==> config.mk <==
export PLATFORM = sky130hd
export DESIGN_NAME = chi_line_responder_flat
export DESIGN_NICKNAME = d
export VERILOG_FILES = /design/src/rtl/chi_line_responder_if.sv /design/src/rtl/chi_line_responder.sv /design/src/flat_wrapper.sv
export SDC_FILE = /design/constraint.sdc
export NUM_CORES = 1
export LEC_CHECK = 0
export BUFFER_PORTS_ARGS = -buffer_cell sky130_fd_sc_hd__buf_2
export CELL_PAD_IN_SITES_DETAIL_PLACEMENT = 1
export CELL_PAD_IN_SITES_GLOBAL_PLACEMENT = 2
export CORE_ASPECT_RATIO = 1.25
export CORE_MARGIN = 4
export CORE_UTILIZATION = 41
export DETAILED_ROUTE_END_ITERATION = 8
export PLACE_DENSITY_LB_ADDON = 0.1
export SLEW_MARGIN = 0
export SYNTH_ARGS = -nofsm -noshare
export SYNTH_HDL_FRONTEND = slang
export SYNTH_SLANG_ARGS = --single-unit
export TNS_END_PERCENT = 50
==> constraint.sdc <==
create_clock -name clock -period 5.95 [get_ports clock]
set_input_delay 0.595 -clock clock [delete_from_list [all_inputs] [get_ports clock]]
set_output_delay 0.595 -clock clock [all_outputs]
set_load 0.01 [all_outputs]
==> src/rtl/chi_line_responder_if.sv <==
// ---------------------------------------------------------------------------
// chi_line_responder_if
// Request and response channels between a dcache MSHR refill requester and
// the chi_line_responder.
//
// Handshake rule for both channels: a transfer happens on a rising clock edge
// where valid & ready are both 1. Once valid is raised, the source holds valid
// and its payload stable until that edge. Ready may change freely and does
// not depend on valid.
//
//   req_valid / req_ready       line-read request channel (requester -> responder)
//   req_paddr                   physical address, bits [5:0] ignored
//   req_mshrid                  requesting MSHR id
//   resp_valid / resp_ready     refill response channel (responder -> requester)
//   resp_data                   512-bit line, beat i in [64*i+63:64*i]
//   resp_mshrid                 id of the request being answered
//
// Modports: master = requester side, slave = responder side.
// ---------------------------------------------------------------------------
interface chi_line_responder_if #(
   parameter int PADDR_W = 40,
   parameter int MSHR_W  = 4
);
   logic               req_valid;
   logic               req_ready;
   logic [PADDR_W-1:0] req_paddr;
   logic [MSHR_W-1:0]  req_mshrid;
   logic               resp_valid;
   logic               resp_ready;
   logic [511:0]       resp_data;
   logic [MSHR_W-1:0]  resp_mshrid;

   modport master (
      output req_valid, req_paddr, req_mshrid, resp_ready,
      input  req_ready, resp_valid, resp_data, resp_mshrid
   );

   modport slave (
      input  req_valid, req_paddr, req_mshrid, resp_ready,
      output req_ready, resp_valid, resp_data, resp_mshrid
   );
endinterface

==> src/rtl/chi_line_responder.sv <==
// ---------------------------------------------------------------------------
// chi_line_responder
// L2/MEM-side model for dcache MSHR line fills. Line-read requests are queued
// in order; each line is fetched as eight 64-bit beats from a backing
// SRAM-style port (data returns one cycle after the strobe), assembled into a
// 512-bit buffer and returned with its MSHR id. One line in flight at a time.
//
// Ports:
//   clock, reset_n   clock; asynchronous active-low reset
//   bus              request / response channels (slave modport)
//   mem_rd_en        backing read strobe, one beat per cycle
//   mem_rd_addr      beat address {line addr, beat[2:0], 3'b000}; 0 when idle
//   mem_rd_data      backing read data, valid one cycle after mem_rd_en
//   state_dbg        current FSM state
// ---------------------------------------------------------------------------
module chi_line_responder #(
   parameter int REQ_DEPTH = 4,
   parameter int EXTRA_LAT = 0,
   parameter int PADDR_W   = 40,
   parameter int MSHR_W    = 4
) (
   input  logic                 clock,
   input  logic                 reset_n,
   chi_line_responder_if.slave  bus,
   output logic                 mem_rd_en,
   output logic [PADDR_W-1:0]   mem_rd_addr,
   input  logic [63:0]          mem_rd_data,
   output logic [2:0]           state_dbg
);
   localparam int PTR_W  = $clog2(REQ_DEPTH);
   localparam int LINE_W = PADDR_W - 6;
   localparam logic [PTR_W:0] FULL_CNT = (PTR_W+1)'(REQ_DEPTH);
   localparam logic [7:0]     LAT_INIT = 8'(EXTRA_LAT);

   localparam logic [2:0] ST_IDLE  = 3'd0;
   localparam logic [2:0] ST_LAT   = 3'd1;
   localparam logic [2:0] ST_FETCH = 3'd2;
   localparam logic [2:0] ST_DRAIN = 3'd3;
   localparam logic [2:0] ST_RESP  = 3'd4;

   logic [LINE_W-1:0] q_line [REQ_DEPTH];
   logic [MSHR_W-1:0] q_id   [REQ_DEPTH];
   logic [PTR_W-1:0]  wr_ptr, rd_ptr;
   logic [PTR_W:0]    count;

   logic [2:0]        state;
   logic [LINE_W-1:0] cur_line;
   logic [MSHR_W-1:0] cur_mshrid;
   logic [2:0]        beat;
   logic [7:0]        lat_cnt;
   logic [7:0][63:0]  line_buf;

   logic push, pop;
   logic unused_low;

   // Line offset bits are dropped on entry to the queue.
   assign unused_low = ^bus.req_paddr[5:0];

   // No bypass: a full queue refuses even when a pop happens this cycle.
   assign bus.req_ready = (count != FULL_CNT);
   assign push          = bus.req_valid && bus.req_ready;
   assign pop           = (state == ST_IDLE) && (count != '0);

   assign mem_rd_en       = (state == ST_FETCH);
   assign mem_rd_addr     = mem_rd_en ? {cur_line, beat, 3'b000} : '0;
   assign bus.resp_valid  = (state == ST_RESP);
   assign bus.resp_data   = line_buf;
   assign bus.resp_mshrid = cur_mshrid;
   assign state_dbg       = state;

   // Queue storage carries no reset; only pointers and count define contents.
   always_ff @(posedge clock) begin
      if (push) begin
         q_line[wr_ptr] <= bus.req_paddr[PADDR_W-1:6];
         q_id[wr_ptr]   <= bus.req_mshrid;
      end
   end

   always_ff @(posedge clock or negedge reset_n) begin
      if (!reset_n) begin
         wr_ptr     <= '0;
         rd_ptr     <= '0;
         count      <= '0;
         state      <= ST_IDLE;
         cur_line   <= '0;
         cur_mshrid <= '0;
         beat       <= '0;
         lat_cnt    <= '0;
         line_buf   <= '0;
      end else begin
         if (push) wr_ptr <= wr_ptr + 1'b1;
         if (pop)  rd_ptr <= rd_ptr + 1'b1;
         case ({push, pop})
            2'b10:   count <= count + 1'b1;
            2'b01:   count <= count - 1'b1;
            default: ;
         endcase

         case (state)
            ST_IDLE: begin
               if (pop) begin
                  cur_line   <= q_line[rd_ptr];
                  cur_mshrid <= q_id[rd_ptr];
                  beat       <= '0;
                  lat_cnt    <= LAT_INIT;
                  state      <= (EXTRA_LAT > 0) ? ST_LAT : ST_FETCH;
               end
            end
            ST_LAT: begin
               // Leaves on the cycle the counter reads 1: EXTRA_LAT cycles here.
               if (lat_cnt <= 8'd1) state   <= ST_FETCH;
               else                 lat_cnt <= lat_cnt - 8'd1;
            end
            ST_FETCH: begin
               // Data for the previous beat arrives while the next is issued.
               if (beat != 3'd0) line_buf[beat - 3'd1] <= mem_rd_data;
               beat <= beat + 3'd1;
               if (beat == 3'd7) state <= ST_DRAIN;
            end
            ST_DRAIN: begin
               line_buf[7] <= mem_rd_data;
               state       <= ST_RESP;
            end
            ST_RESP: begin
               if (bus.resp_ready) state <= ST_IDLE;
            end
            default: state <= ST_IDLE;
         endcase
      end
   end
endmodule

==> src/flat_wrapper.sv <==
// flat-port wrapper written by rule: the top's interface ports become plain ports
module chi_line_responder_flat 
#(
   parameter int REQ_DEPTH = 4,
   parameter int EXTRA_LAT = 0,
   parameter int PADDR_W   = 40,
   parameter int MSHR_W    = 4
)
  (clock, reset_n, mem_rd_en, mem_rd_addr, mem_rd_data, state_dbg, bus_req_valid, bus_req_paddr, bus_req_mshrid, bus_resp_ready, bus_req_ready, bus_resp_valid, bus_resp_data, bus_resp_mshrid);
  chi_line_responder_if #(.PADDR_W(PADDR_W), .MSHR_W(MSHR_W)) bus_i ();
  input  logic clock;
  input  logic reset_n;
  output logic mem_rd_en;
  output logic [PADDR_W-1:0] mem_rd_addr;
  input  logic [63:0] mem_rd_data;
  output logic [2:0] state_dbg;
  input wire logic [$bits(bus_i.req_valid)-1:0] bus_req_valid;
  input wire logic [$bits(bus_i.req_paddr)-1:0] bus_req_paddr;
  input wire logic [$bits(bus_i.req_mshrid)-1:0] bus_req_mshrid;
  input wire logic [$bits(bus_i.resp_ready)-1:0] bus_resp_ready;
  output wire logic [$bits(bus_i.req_ready)-1:0] bus_req_ready;
  output wire logic [$bits(bus_i.resp_valid)-1:0] bus_resp_valid;
  output wire logic [$bits(bus_i.resp_data)-1:0] bus_resp_data;
  output wire logic [$bits(bus_i.resp_mshrid)-1:0] bus_resp_mshrid;
  assign bus_i.req_valid = bus_req_valid;
  assign bus_i.req_paddr = bus_req_paddr;
  assign bus_i.req_mshrid = bus_req_mshrid;
  assign bus_i.resp_ready = bus_resp_ready;
  assign bus_req_ready = bus_i.req_ready;
  assign bus_resp_valid = bus_i.resp_valid;
  assign bus_resp_data = bus_i.resp_data;
  assign bus_resp_mshrid = bus_i.resp_mshrid;
  chi_line_responder #(.REQ_DEPTH(REQ_DEPTH), .EXTRA_LAT(EXTRA_LAT), .PADDR_W(PADDR_W), .MSHR_W(MSHR_W)) u_core (.clock(clock), .reset_n(reset_n), .bus(bus_i), .mem_rd_en(mem_rd_en), .mem_rd_addr(mem_rd_addr), .mem_rd_data(mem_rd_data), .state_dbg(state_dbg));
endmodule
==> results.json <==
{
  "rsz0062_at_grt": "no",
  "cts.sinks": 723,
  "cp.arrival_ns": 3.85,
  "syn-instance-count": 1611,
  "design_area_um2": 34300,
  "fillers": 6573,
  "power.internal_mw": 14.3,
  "hpwl_um": 60200,
  "seq_power_share_pct": 37.3,
  "min_period_over_period_pct": 57.0,
  "yosysWarnings": 0,
  "ys_ff_latch": 723,
  "crit_type": "flop to flop",
  "drt-initial-drc-count": 757,
  "drv_cap": 0,
  "hp-class": "input pin to async pin",
  "setup_slack_ns": 2.56,
  "placed_area_um2": 31900,
  "dp_slack_ns": 2.50,
  "coreArea_um2": 66800,
  "antenna_found_initial": 11,
  "wirelength_um": 86800,
  "finClkSkew_ns": 0.0343,
  "die_x_um": 240,
  "drc": 0,
  "period_needed_ns": 3.39,
  "critPathMaxFanout": 22,
  "finalMaxSlewViolations": 0,
  "swShare_pct": 36.1,
  "whs_ns": 0.0258,
  "ant_nets": 0,
  "syn_area_um2": 27600,
  "first_pass_iters": 6,
  "cts_buffer_depth": 3,
  "row_count": 106,
  "syn_avg_cell_area_um2": 17.1,
  "timing.fmax_mhz": 295,
  "htree_levels": 3,
  "grtUsageTotal_pct": 23.7,
  "finalHoldViolations": 0,
  "p_sw_mw": 8.10,
  "die_area_um2": 71600,
  "die_y_um": 298,
  "drive_gt1_share_pct": 58.0,
  "irDropWorstVdd_mv": 0.360,
  "start_kind": "flop",
  "synth.top_cells.by_area": "dfrtp_1, mux2_2, edfxtp_1",
  "syn_to_final_growth_pct": 24.0,
  "nNetsFinal": 2424,
  "tns_ns": 0,
  "required_ns": 6.41,
  "dr_total_vias": 16400,
  "power_density_nw_per_um2": 654,
  "cts_tree": "built",
  "clkTransAtPathRegs_ns": 0.06,
  "grt_max_degree": 168,
  "gp_congestion": 0.812,
  "start_util_pct": 41.3,
  "total_power_mw": 22.4,
  "grt_pass1_vias": 17900,
  "cts_made_buffers": 74,
  "vias_per_cell": 5.09,
  "status": "completed",
  "cts-hold-fix-buffers": 0,
  "io_buffers": 664,
  "max_slew.worst_pin.slew_ns": 1.21,
  "postCtsSetupRepairBufs": 0,
  "dp.cells": 3088,
  "grt_first_pass_wirelength_um": 126000,
  "combPwrFrac_pct": 42.4,
  "synth_top_area_share_pct": 51.7,
  "clock_latency_ns": 0.60,
  "clockPowerShare_pct": 20.3,
  "postLayoutCoreUtil_pct": 51.3,
  "cts_resized": 0,
  "instances_no_fill": 3230,
  "maxSlewHeadroom_pct": 18.7,
  "p_leak_nw": 15.6,
  "overflow": 0,
  "ioPinCount": 674,
  "synth.distinct_cells": 47,
  "endpoint_kind": "flop",
  "setup_viol": 0,
  "seq_area_frac_synth_pct": 68.2,
  "cts_root_buf": "clkbuf_16",
  "synth_top_cell_by_area": "dfrtp_1",
  "wl_per_cell_um": 26.9
}
-- final timing paths --
kind	slack, ns	from	end	cells past startpoint
worst max register to register	2.56	u_core.beat[0]	u_core.bus.resp_data[0]	6
worst min register to register	0.47	u_core.cur_line[3]	u_core.cur_line[3]	2
min in group clock	0.21	bus_req_paddr[30]	u_core.q_line[2][24]	1
worst min-delay path	0.03	reset_n	u_core.bus.resp_data[337]	1
max in group asynchronous	4.31	reset_n	u_core.cur_line[5]	2
worst max-delay path	2.56	u_core.beat[0]	u_core.bus.resp_data[0]	6
-- sequential cells by signal, indices dropped and copies added, names as in the netlist --
| register | flops |
|---|---|
| u_core.bus.resp_mshrid | 4 |
| u_core.bus.resp_data | 512 |
| u_core.beat | 3 |
| u_core.rd_ptr | 2 |
| u_core.q_line | 136 |
| u_core.lat_cnt | 8 |
| u_core.q_id | 16 |
| u_core.state_dbg | 3 |
| u_core.wr_ptr | 2 |
| u_core.count | 3 |
| u_core.cur_line | 34 |
-- cells in the mapped netlist, drive strengths merged --
| library cell | instances |
|---|---|
| clkinv | 1 |
| and3 | 4 |
| xnor2 | 4 |
| and2 | 36 |
| o41ai | 1 |
| xor2 | 2 |
| or4b | 1 |
| nand3b | 1 |
| nand2b | 2 |
| o211ai | 2 |
| or3 | 1 |
| o21ai | 8 |
| or4 | 5 |
| mux2i | 4 |
| buf | 50 |
| edfxtp | 152 |
| ha | 11 |
| nor2 | 6 |
| mux2 | 514 |
| nand4 | 2 |
| nor4b | 1 |
| clkbuf | 29 |
| nand2 | 125 |
| o31ai | 3 |
| nand3 | 4 |
| nor3b | 1 |
| fa | 1 |
| nor4 | 3 |
| dfrtp | 571 |
| mux4 | 38 |
| or3b | 2 |
| inv | 15 |
| nor3 | 5 |
| a21oi | 4 |
| a2111oi | 1 |
| conb | 1 |
-- layout by cell type, fill, tap and decap left out, drive strengths merged, types with 6 or more instances in the layout --
cell	n
clkinv	17
mux2	514
edfxtp	152
diode	9
mux4	38
o21ai	8
nand2	125
inv	19
dfrtp	571
and2	36
ha	11
nor2	6
buf	690
clkbuf	105
-- cells by family (layout without fill, tap and decap cells) --
family | Yosys count | in the layout | share of synthesized area (%)
buf+inv | 95 | 839 | 1.96
flops | 723 | 723 | 68.2
compound gates | 19 | 19 | 0.457
simple gates | 199 | 199 | 3.55
mux | 556 | 556 | 25.0
xor+xnor | 6 | 6 | 0.190
fa+ha+maj | 12 | 12 | 0.571
other cells | 1 | 12 | 0.0136
-- power groups by stage --
stage	clock network, mW	registers [mW]	logic, mW
6_report	4.56	8.36	9.50
5_1_grt	4.91	8.62	10.1
4_1_cts	4.71	8.36	9.75
3_5_place_dp	0	8.44	9.72
3_3_place_gp	0	8.31	9.53
2_1_floorplan	0	9.19	4.61
-- metal layers --
layer | global-route usage (%) | wire (um) | vias to the layer above
met1 | 27.6 | 33000 | 8640
li1 | - | - | 7144
met2 | 41.2 | 43800 | 493
met5 | 0.413 | 93 | -
met3 | 7.30 | 6770 | 142
met4 | 8.73 | 3200 | 10
-- layout make-up --
type / count / area [um^2] / share of cell area (%)
Sequential cell: 723 / 18900 / 55.0
Multi-Input combinational cell: 795 / 8260 / 24.1
Timing Repair Buffer: 690 / 3590 / 10.5
Clock buffer: 105 / 2140 / 6.24
Tap cell: 864 / 1080 / 3.16
Clock inverter: 28 / 241 / 0.705
Inverter: 16 / 72.6 / 0.212
Antenna cell: 9 / 22.5 / 0.0657
-- critical path, stage by stage (launching register included) --
cell     delay (ns)
dfrtp_1        0.63
inv_1          0.16
ha_1           0.29
a21oi_1        0.53
or3b_4         0.66
buf_4          0.54
mux2_2         0.40
(Power assumes the default switching activity.)
